--- src/rtl/mem_stage_lsu_pkg.sv ---
// Shared types for the memory-access stage: access-size encodings and FSM states.
// Latency: n/a (types and constants only).
// Backpressure: n/a.
package mem_stage_lsu_pkg;

    // funct3 access-size encodings; stores use only the low two bits
    localparam logic [2:0] MEM_B  = 3'b000;
    localparam logic [2:0] MEM_H  = 3'b001;
    localparam logic [2:0] MEM_W  = 3'b010;
    localparam logic [2:0] MEM_BU = 3'b100;
    localparam logic [2:0] MEM_HU = 3'b101;

    // Low-bit width classes shared by loads and stores
    localparam logic [1:0] SZ_BYTE = 2'b00;
    localparam logic [1:0] SZ_HALF = 2'b01;

    typedef enum logic {
        IDLE = 1'b0,
        WAIT = 1'b1
    } lsu_state_e;

endpackage

--- src/rtl/mem_stage_lsu_lane_align.sv ---
// Byte-lane steering: store byte enables/replicated data and load lane extract + extension.
// Latency: purely combinational.
// Backpressure: none; the results follow the inputs.
module lsu_lane_align
    import mem_stage_lsu_pkg::*;
(
    input  logic [2:0]  size_i,
    input  logic [1:0]  addr_lo_i,
    input  logic [31:0] st_dat_i,
    input  logic [31:0] rd_dat_i,
    output logic [3:0]  be_o,
    output logic [31:0] wdata_o,
    output logic [31:0] ld_dat_o
);

    logic [7:0]  byte_sel;
    logic [15:0] half_sel;
    logic        is_unsigned;

    // Lane selection and extension; unaligned low bits are simply ignored for half/word
    always_comb begin
        be_o        = 4'b1111;
        wdata_o     = st_dat_i;
        ld_dat_o    = rd_dat_i;
        byte_sel    = rd_dat_i[{addr_lo_i, 3'b000} +: 8];
        half_sel    = addr_lo_i[1] ? rd_dat_i[31:16] : rd_dat_i[15:0];
        is_unsigned = size_i[2];
        case (size_i[1:0])
            SZ_BYTE: begin
                be_o     = 4'b0001 << addr_lo_i;
                wdata_o  = {4{st_dat_i[7:0]}};
                ld_dat_o = is_unsigned ? {24'b0, byte_sel} : {{24{byte_sel[7]}}, byte_sel};
            end
            SZ_HALF: begin
                be_o     = 4'b0011 << {addr_lo_i[1], 1'b0};
                wdata_o  = {2{st_dat_i[15:0]}};
                ld_dat_o = is_unsigned ? {16'b0, half_sel} : {{16{half_sel[15]}}, half_sel};
            end
            default: begin
                be_o     = 4'b1111;
                wdata_o  = st_dat_i;
                ld_dat_o = rd_dat_i;
            end
        endcase
    end

endmodule

--- src/rtl/mem_stage_lsu.sv ---
// MEM stage: runs loads/stores on a req/ack data bus and registers the MEM/WB result.
// Latency: 1 cycle for ALU ops and zero-wait accesses; +1 per memory wait state, bus error after MAX_WAIT.
// Backpressure: stall_o holds upstream while an access is outstanding. Optional: MISALIGN_TRAP_EN.
module mem_stage_lsu
    import mem_stage_lsu_pkg::*;
#(
    parameter int DATA_W   = 32,
    parameter int ADDR_W   = 32,
    parameter int MAX_WAIT = 15
)(
    input  logic              clk,
    input  logic              rst,
    input  logic [ADDR_W-1:0] pc_mem,
    input  logic              registerWriteEnable_i,
    input  logic              dataWriteEnable_i,
    input  logic              regSelect_i,
    input  logic [2:0]        memSize_i,
    input  logic [DATA_W-1:0] aluOut_i,
    input  logic [DATA_W-1:0] dataB_i,
    input  logic [4:0]        rd_i,
    output logic              dmem_req,
    output logic              dmem_we,
    output logic [ADDR_W-1:0] dmem_addr,
    output logic [3:0]        dmem_be,
    output logic [DATA_W-1:0] dmem_wdata,
    input  logic [DATA_W-1:0] dmem_rdata,
    input  logic              dmem_ack,
    output logic              stall_o,
    output logic [ADDR_W-1:0] pc_wb,
    output logic              registerWriteEnable_o,
    output logic [4:0]        rd_o,
    output logic [DATA_W-1:0] wbData_o,
    output logic              busError_o
);

    localparam int CNT_W = $clog2(MAX_WAIT + 1);

    lsu_state_e        state_q, state_d;
    logic [CNT_W-1:0]  cnt_q, cnt_d;
    logic [ADDR_W-1:0] pc_q, pc_d;
    logic [4:0]        rd_q, rd_d;
    logic              wbe_q, wbe_d;
    logic [DATA_W-1:0] wbd_q, wbd_d;
    logic              berr_q, berr_d;

    logic        is_mem, is_load, misalign;
    logic        req_c, stall_c, complete, timeout, trap, pass;
    logic [3:0]  be_c;
    logic [31:0] ld_dat;

    assign is_mem  = dataWriteEnable_i | regSelect_i;
    assign is_load = regSelect_i & ~dataWriteEnable_i;

`ifdef MISALIGN_TRAP_EN
    assign misalign = ((memSize_i[1:0] == SZ_HALF) & aluOut_i[0]) |
                      ((memSize_i[1:0] == MEM_W[1:0]) & (aluOut_i[1:0] != 2'b00));
`else
    assign misalign = 1'b0;
`endif

    lsu_lane_align u_align (
        .size_i    (memSize_i),
        .addr_lo_i (aluOut_i[1:0]),
        .st_dat_i  (dataB_i),
        .rd_dat_i  (dmem_rdata),
        .be_o      (be_c),
        .wdata_o   (dmem_wdata),
        .ld_dat_o  (ld_dat)
    );

    // Bus drives come straight from the held upstream inputs; reset kills the request at once
    assign dmem_req  = req_c & ~rst;
    assign dmem_we   = dmem_req & dataWriteEnable_i;
    assign dmem_be   = dmem_req ? be_c : 4'b0000;
    assign dmem_addr = {aluOut_i[ADDR_W-1:2], 2'b00};
    assign stall_o   = stall_c;

    // Next-state, handshake and MEM/WB capture; stalled cycles push a bubble into WB
    always_comb begin
        state_d  = state_q;
        cnt_d    = cnt_q;
        req_c    = 1'b0;
        stall_c  = 1'b0;
        complete = 1'b0;
        timeout  = 1'b0;
        trap     = 1'b0;
        pass     = 1'b0;
        case (state_q)
            IDLE: begin
                if (!is_mem) begin
                    pass = 1'b1;
                end else if (misalign) begin
                    trap = 1'b1;
                end else begin
                    req_c = 1'b1;
                    if (dmem_ack) begin
                        complete = 1'b1;
                    end else begin
                        stall_c = 1'b1;
                        state_d = WAIT;
                        cnt_d   = CNT_W'(1);
                    end
                end
            end
            WAIT: begin
                if (dmem_ack) begin
                    req_c    = 1'b1;
                    complete = 1'b1;
                    state_d  = IDLE;
                    cnt_d    = '0;
                end else if (cnt_q == CNT_W'(MAX_WAIT)) begin
                    timeout = 1'b1;
                    state_d = IDLE;
                    cnt_d   = '0;
                end else begin
                    req_c   = 1'b1;
                    stall_c = 1'b1;
                    cnt_d   = cnt_q + CNT_W'(1);
                end
            end
            default: begin
                state_d = IDLE;
                cnt_d   = '0;
            end
        endcase

        pc_d   = pc_q;
        rd_d   = rd_q;
        wbd_d  = wbd_q;
        wbe_d  = 1'b0;
        berr_d = 1'b0;
        if (pass | complete | timeout | trap) begin
            pc_d   = pc_mem;
            rd_d   = rd_i;
            wbd_d  = (complete & is_load) ? ld_dat : aluOut_i;
            wbe_d  = (pass | complete) & registerWriteEnable_i & ~dataWriteEnable_i;
            berr_d = timeout | trap;
        end
    end

    // State, wait counter and MEM/WB registers
    always_ff @(posedge clk or posedge rst) begin
        if (rst) begin
            state_q <= IDLE;
            cnt_q   <= '0;
            pc_q    <= '0;
            rd_q    <= '0;
            wbe_q   <= 1'b0;
            wbd_q   <= '0;
            berr_q  <= 1'b0;
        end else begin
            state_q <= state_d;
            cnt_q   <= cnt_d;
            pc_q    <= pc_d;
            rd_q    <= rd_d;
            wbe_q   <= wbe_d;
            wbd_q   <= wbd_d;
            berr_q  <= berr_d;
        end
    end

    assign pc_wb                 = pc_q;
    assign rd_o                  = rd_q;
    assign registerWriteEnable_o = wbe_q;
    assign wbData_o              = wbd_q;
    assign busError_o            = berr_q;

endmodule

--- config.mk ---
export PLATFORM = sky130hd
export DESIGN_NAME = mem_stage_lsu
export DESIGN_NICKNAME = d
export VERILOG_FILES = /design/src/rtl/mem_stage_lsu_pkg.sv /design/src/rtl/mem_stage_lsu_lane_align.sv /design/src/rtl/mem_stage_lsu.sv
export SDC_FILE = /design/constraint.sdc
export NUM_CORES = 1
export LEC_CHECK = 0
export CAP_MARGIN = 10
export CORE_ASPECT_RATIO = 0.8
export CORE_MARGIN = 3
export CORE_UTILIZATION = 40
export CTS_BUF_LIST = sky130_fd_sc_hd__clkbuf_2 sky130_fd_sc_hd__clkbuf_4 sky130_fd_sc_hd__clkbuf_8
export CTS_CLUSTER_SIZE = 14
export DETAILED_ROUTE_END_ITERATION = 10
export GPL_ROUTABILITY_DRIVEN = 0
export PLACE_DENSITY = 0.82
export SYNTH_ARGS = -nofsm -noshare
export SYNTH_HDL_FRONTEND = slang
export SYNTH_HIERARCHICAL = 1
export SYNTH_SLANG_ARGS = --single-unit
--- constraint.sdc ---
create_clock -name clk -period 3.7 [get_ports clk]
set_input_delay 1.11 -clock clk [delete_from_list [all_inputs] [get_ports clk]]
set_output_delay 1.11 -clock clk [all_outputs]
set_load 0.01 [all_outputs]
======== Word-level counts from Yosys, hierarchy flattened ========
Index checks and enable logic that the tools add are counted.
word-level totals
  flip-flop bits (word level) ............. 76
  output and inout port bits .............. 142
operators by class
  add/subtract/negate cells ............... 1
  shift operators ......................... 3
  multiplexer cells ....................... 31
  eq/ne operators ......................... 4
  bitwise operators ....................... 12
  reductions and logical operators ........ 2
operator list
  operator                                             number
  case mux 32 bit (2 select lines)                     2
  2-to-1 mux 32 bit                                    3
  indexed part select 32 x 6 -> 8 bit                  1
  2-to-1 mux 4 bit                                     5
  2-to-1 mux 16 bit                                    1
  case mux 4 bit (2 select lines)                      2
  2-to-1 mux 1 bit                                     15
  AND 1 bit                                            6
  case mux 1 bit (2 select lines)                      3
  adder 4 x 1 -> 4 bit, second input constant          1
  equality test 4 bit, second input constant           1
  inequality test 2 bit, second input constant         2
  left shift 1 x 2 -> 4 bit, first input constant      1
  left shift 2 x 2 -> 4 bit, first input constant      1
  NOT 1 bit                                            3
  bitwise OR 1 bit                                     3
  equality test 2 x 1 -> 1 bit, second input constant  1
  logical NOT 2 bit                                    1
  AND reduction 2 bit                                  1

======== Logic depth before layout (Yosys ltp) ========
Gate-level depths: netlist of run 1.
  depth after elaboration ................. 7
  depth in mapped cells ................... 7
  mapped depth without buffers ............ 5

======== By module ========
The synthesis of run 1 kept the hierarchy.
by module, submodules not included
  module          area each (um^2)  seq. area each (um^2)  times used  cells an instance
  mem_stage_lsu   3634.7            1901.8                 1           293
  lsu_lane_align  1291.2            0.0                    1           171

======== Worst setup path before layout of run 1 ========
Ideal clock, no wire load.
  path kind ............................... input port to output port
  start ................................... input memSize_i[0]
  end ..................................... output dmem_wdata[10]
  stages on the path ...................... 5
  slack ................................... 0.587 ns
  buffers on the path ..................... 3
  arrival ................................. 2.003 ns
  path through ............................ buf_6 or2_1 buf_2 buf_6 mux2_4
on the way
  longest elaborated chain between the ends .. 2
  elaborated cells on any way between the ends .. 3
ends and longest elaborated chain
  element                                                            line                            text
  start: declaration                                                 mem_stage_lsu.sv:17             input logic [2:0] memSize_i,
  equality test 2 x 1 -> 1 bit or logical NOT 2 bit (tied branches)  mem_stage_lsu_lane_align.sv:28  case (size_i[1:0])
  case mux 32 bit (2 select lines) *                                 mem_stage_lsu_lane_align.sv:28
  end: declaration                                                   mem_stage_lsu.sv:25             output logic [DATA_W-1:0] dmem_wdata,
Every way passes the cells marked *; elsewhere a longest branch is shown, timed or not.

======== Final worst setup path of run 1 ========
  start ................................... input dmem_ack
  end ..................................... output dmem_be[3]
on the way
  longest elaborated chain between the ends .. 4
ends and longest elaborated chain
  element                          line                  text
  start: declaration               mem_stage_lsu.sv:27   input logic dmem_ack,
  2-to-1 mux 1 bit                 mem_stage_lsu.sv:106  if (dmem_ack) begin
  case mux 1 bit (2 select lines)  mem_stage_lsu.sv:88   case (state_q)
  AND 1 bit                        mem_stage_lsu.sv:72   assign dmem_req = req_c & ~rst;
  2-to-1 mux 4 bit                 mem_stage_lsu.sv:74   assign dmem_be = dmem_req ? be_c : 4'b0000;
  end: declaration                 mem_stage_lsu.sv:24   output logic [3:0] dmem_be,
No other way between the ends.

==> impl_metrics.yaml, run 1 <==
yosys:
  synth_compound_gate_area_share_pct: 13.6
  yosys.area_share.simple_pct: 10.1
  synth_enable_flop_cells: 0
  netlist_instances: 464
  synth-async-reset-ratio_pct: 100
  syn_warnings: 6
  synth-xor-area-share_pct: 0
  yosys.area_share.adder_pct: 0.254
  dominantRegCellSynth: "sky130_fd_sc_hd__dfrtp_1"
  seq_area_frac_synth_pct: 38.6
  mappedNetlistArea_um2: 4930
  synth.mux.area_fraction_pct: 25.5
  synth.ff_latch_count: 76
  synth.distinct_cells: 46
  dominant_combinational_cell_family_by_area_after_synthesis: "multiplexers"
  avgSynthCellArea_um2: 10.6
critical_path:
  worstPathCellList: "clkdlybuf4s50_1 -> nand2b_1 -> nor2_2 -> nor3_2 -> buf_4 -> and2_1 -> dlygate4sd2_1"
  timing.rr.start: "cnt_q[0]$_DFFE_PP0P_"
  end_kind: "output pin"
  worst_path_buffer_plus_inverter_count: 3
  cp_max_fo: 5
  critical-path-top-delay-family: "buffers and inverters"
  launch_point_of_the_worst_path: "dmem_ack"
  cpMaxStageDelayCell: "sky130_fd_sc_hd__clkdlybuf4s50_1"
  critPathLaunchType: "input port"
  data_arrival_time_of_the_worst_path_ps: 2540
  worst_path_largest_cell_delay_ps: 430
  worst-endpoint-required_ps: 2590
  path_class: "input port to output pin"
clocking:
  setup_fix_buffers_added_after_clock_tree_synthesis: 0
  cts.reportedPaths.clkPinSlew_ps: 80
  clkLatencyLatePin_ps: 340
  cts_sinks: 76
  cts_htree_levels: 3
  cts_root_buf: "sky130_fd_sc_hd__clkbuf_8"
  cts_tree: "done"
  cts_made_buffers: 9
  max-clock-path-buffers: 2
cells_and_area:
  final-seq-area_um2: 1900
  drive_above_1_share_pct: 14.8
  design.final.nets: 849
  stdcell_area_um2: 7780
  mostFrequentLayoutCell: "sky130_fd_sc_hd__clkdlybuf4s50_1"
  area_growth_syn_to_fin_pct: 57.9
  n_fill_cell: 929
  commonest_non_fill_non_tap_cells_in_the_layout: "sky130_fd_sc_hd__clkdlybuf4s50_1, sky130_fd_sc_hd__dfrtp_1, sky130_fd_sc_hd__nand2_1, sky130_fd_sc_hd__mux2i_1, sky130_fd_sc_hd__o21ai_0"
  area_occupied_by_multi_input_gates_um2: 2470
  antenna-diode-count: 0
  final_cells: 859
drt:
  drt-total-wl_um: 16700
  route.antenna.remaining_nets: 0
  drc_violations_left: 0
  routed_via_count: 4431
  wl_per_cell_um: 19.4
  drt_pass1_iterations: 4
  first_iter_violations: 240
  viasPerCell: 5.16
sta:
  timing.final.max_slew_violations: 0
  grt_setup_unrepaired: "no"
  slew_headroom_pct: 23.3
  timing_worst_slew_pin_value_ps: 1150
  final.setup_skew_ps: 4.04
  finalWorstPathRequiredPeriod_ps: 3650
  min_period_over_period_pct: 98.8
  hold_violations: 0
  fmax_mhz: 274
  fin_setup_tns_ps: 0
  final-setup-viol-count: 0
  worst_hold_slack_ps: 485
flow_run:
  max_cap_viol_count: 0
placement:
  hpwlAfterDp_um: 13100
  dpl.cell_count: 842
  post_dp_cell_area_um2: 7560
  io_buffers: 281
hold_path:
  hp-start: "wbData_o[13]$_DFFE_PP0P_"
  hp-class: "flop to flop"
pwr:
  power.static_leakage_uw: 0.00349
  power.total_uw: 2510
  maximum_ir_drop_on_the_vdd_rail_mv: 0.188
  powerDensity_nw_per_um2: 323
floorplan:
  initial_core_utilization_pct: 41.8
  chipHeight_um: 105
  placeableCoreArea_um2: 11800
  rows: 35
  io_pins: 284
  fp.dieArea_um2: 13700
  dieWidth_um: 130
global_routing:
  grt_overflow_total: 0
  initial_antenna_violation_count: 0
  grt_pass1_vias: 4508
  global_route_wire_length_before_repair_um: 25300
  grt_usage_pct: 23.8
  grt_max_degree: 103
run_status:
  run_status: "complete, no violations"
## sequential cells by signal, indices dropped and copies added, names as in the netlist
register	cells
busError_o	1
cnt_q	4
pc_wb	32
rd_o	5
registerWriteEnable_o	1
state_q	1
wbData_o	32
## cell type report
| cell class | instances | area share (%) |
|---|---|---|
| clock buffers | 10 | 1.77 |
| clock inverters | 6 | 0.804 |
| inverters | 5 | 0.257 |
| multi-input cells | 309 | 31.7 |
| flip-flops and latches | 76 | 24.5 |
| well taps | 148 | 2.38 |
| repair buffers | 305 | 38.6 |
## synthesized netlist by cell type, types with 2 or more instances
| library cell | number | area (µm²) |
|---|---|---|
| sky130_fd_sc_hd__buf_4 | 44 | 330 |
| sky130_fd_sc_hd__o22ai_1 | 17 | 106 |
| sky130_fd_sc_hd__and2_1 | 5 | 31.3 |
| sky130_fd_sc_hd__buf_6 | 7 | 78.8 |
| sky130_fd_sc_hd__mux2_4 | 38 | 571 |
| sky130_fd_sc_hd__mux2_1 | 5 | 56.3 |
| sky130_fd_sc_hd__o221ai_1 | 8 | 70.1 |
| sky130_fd_sc_hd__buf_2 | 13 | 65.1 |
| sky130_fd_sc_hd__clkbuf_1 | 8 | 30.0 |
| sky130_fd_sc_hd__inv_1 | 5 | 18.8 |
| sky130_fd_sc_hd__dfrtp_1 | 76 | 1900 |
| sky130_fd_sc_hd__nor2b_1 | 20 | 125 |
| sky130_fd_sc_hd__nor3_2 | 2 | 20.0 |
| sky130_fd_sc_hd__mux2i_1 | 48 | 480 |
| sky130_fd_sc_hd__buf_12 | 3 | 60.1 |
| sky130_fd_sc_hd__nor2_1 | 15 | 56.3 |
| sky130_fd_sc_hd__a22oi_1 | 8 | 60.1 |
| sky130_fd_sc_hd__nor3b_1 | 2 | 15.0 |
| sky130_fd_sc_hd__nand3_1 | 2 | 10.0 |
| sky130_fd_sc_hd__mux2_2 | 13 | 146 |
| sky130_fd_sc_hd__o21bai_1 | 3 | 22.5 |
| sky130_fd_sc_hd__o21ai_0 | 44 | 220 |
| sky130_fd_sc_hd__a221o_1 | 7 | 70.1 |
| sky130_fd_sc_hd__nand2_1 | 49 | 184 |
## worst paths after layout
kind	cells past startpoint	end	slack [ps]
max	7	dmem_be[3]	50
min	2	wbData_o[13]$_DFFE_PP0P_	490
max reg2reg	5	pc_wb[21]$_DFFE_PP0P_	1020
min reg2reg	2	wbData_o[13]$_DFFE_PP0P_	490
max in group asynchronous	3	pc_wb[2]$_DFFE_PP0P_	1680
min in group asynchronous	2	cnt_q[0]$_DFFE_PP0P_	1280
## repair_timing
item / 4_1_cts / 5_1_grt
hold buffers: 0 / 0
cloned: 1 / 0
resized for setup: 12 / 8
endpoints found under the setup margin: 21 / 12
pin swaps: 1 / 1
## routing by layer
metal | global-route usage (%) | vias to the layer above | wire length [µm]
met5 | 0 | - | 0
met4 | 5.93 | 0 | 327
met3 | 5.42 | 27 | 1150
met2 | 39.1 | 197 | 8220
met1 | 31.8 | 2110 | 6970
li1 | - | 2097 | -
## through the flow
stage | util, % | setup WS [ps]
floorplan | - | 587
global placement | 64.1 | -313
detailed placement | 64.1 | -353
CTS | 65.8 | 4.57
global route | 66.0 | 0.757
finish | 66.0 | 45.7
## power by group
group / internal (µW) / switching [µW]
sequential: 919 / 56.7
combinational: 527 / 360
clock: 330 / 320
## cell families (layout without fill, tap and decap cells)
family / Yosys count / in the layout
mux: 104 / 104
other cells: 1 / 2
buf+inv: 81 / 326
simple gates: 103 / 104
compound gates: 98 / 98
fa+ha+maj: 1 / 1
flops: 76 / 76
## worst min-delay path, cell delays in order (launching register included)
cell and delay, ps:
sky130_fd_sc_hd__dfrtp_1 350, sky130_fd_sc_hd__nand2_1 50, sky130_fd_sc_hd__o21ai_0 60
(Power assumes the default switching activity.)
==> run 2: changes to the inputs <==
GPL_ROUTABILITY_DRIVEN = not set   (was 0)
==> results of run 2 <==
Final layout, timing and power as in run 1 (identical DEF).
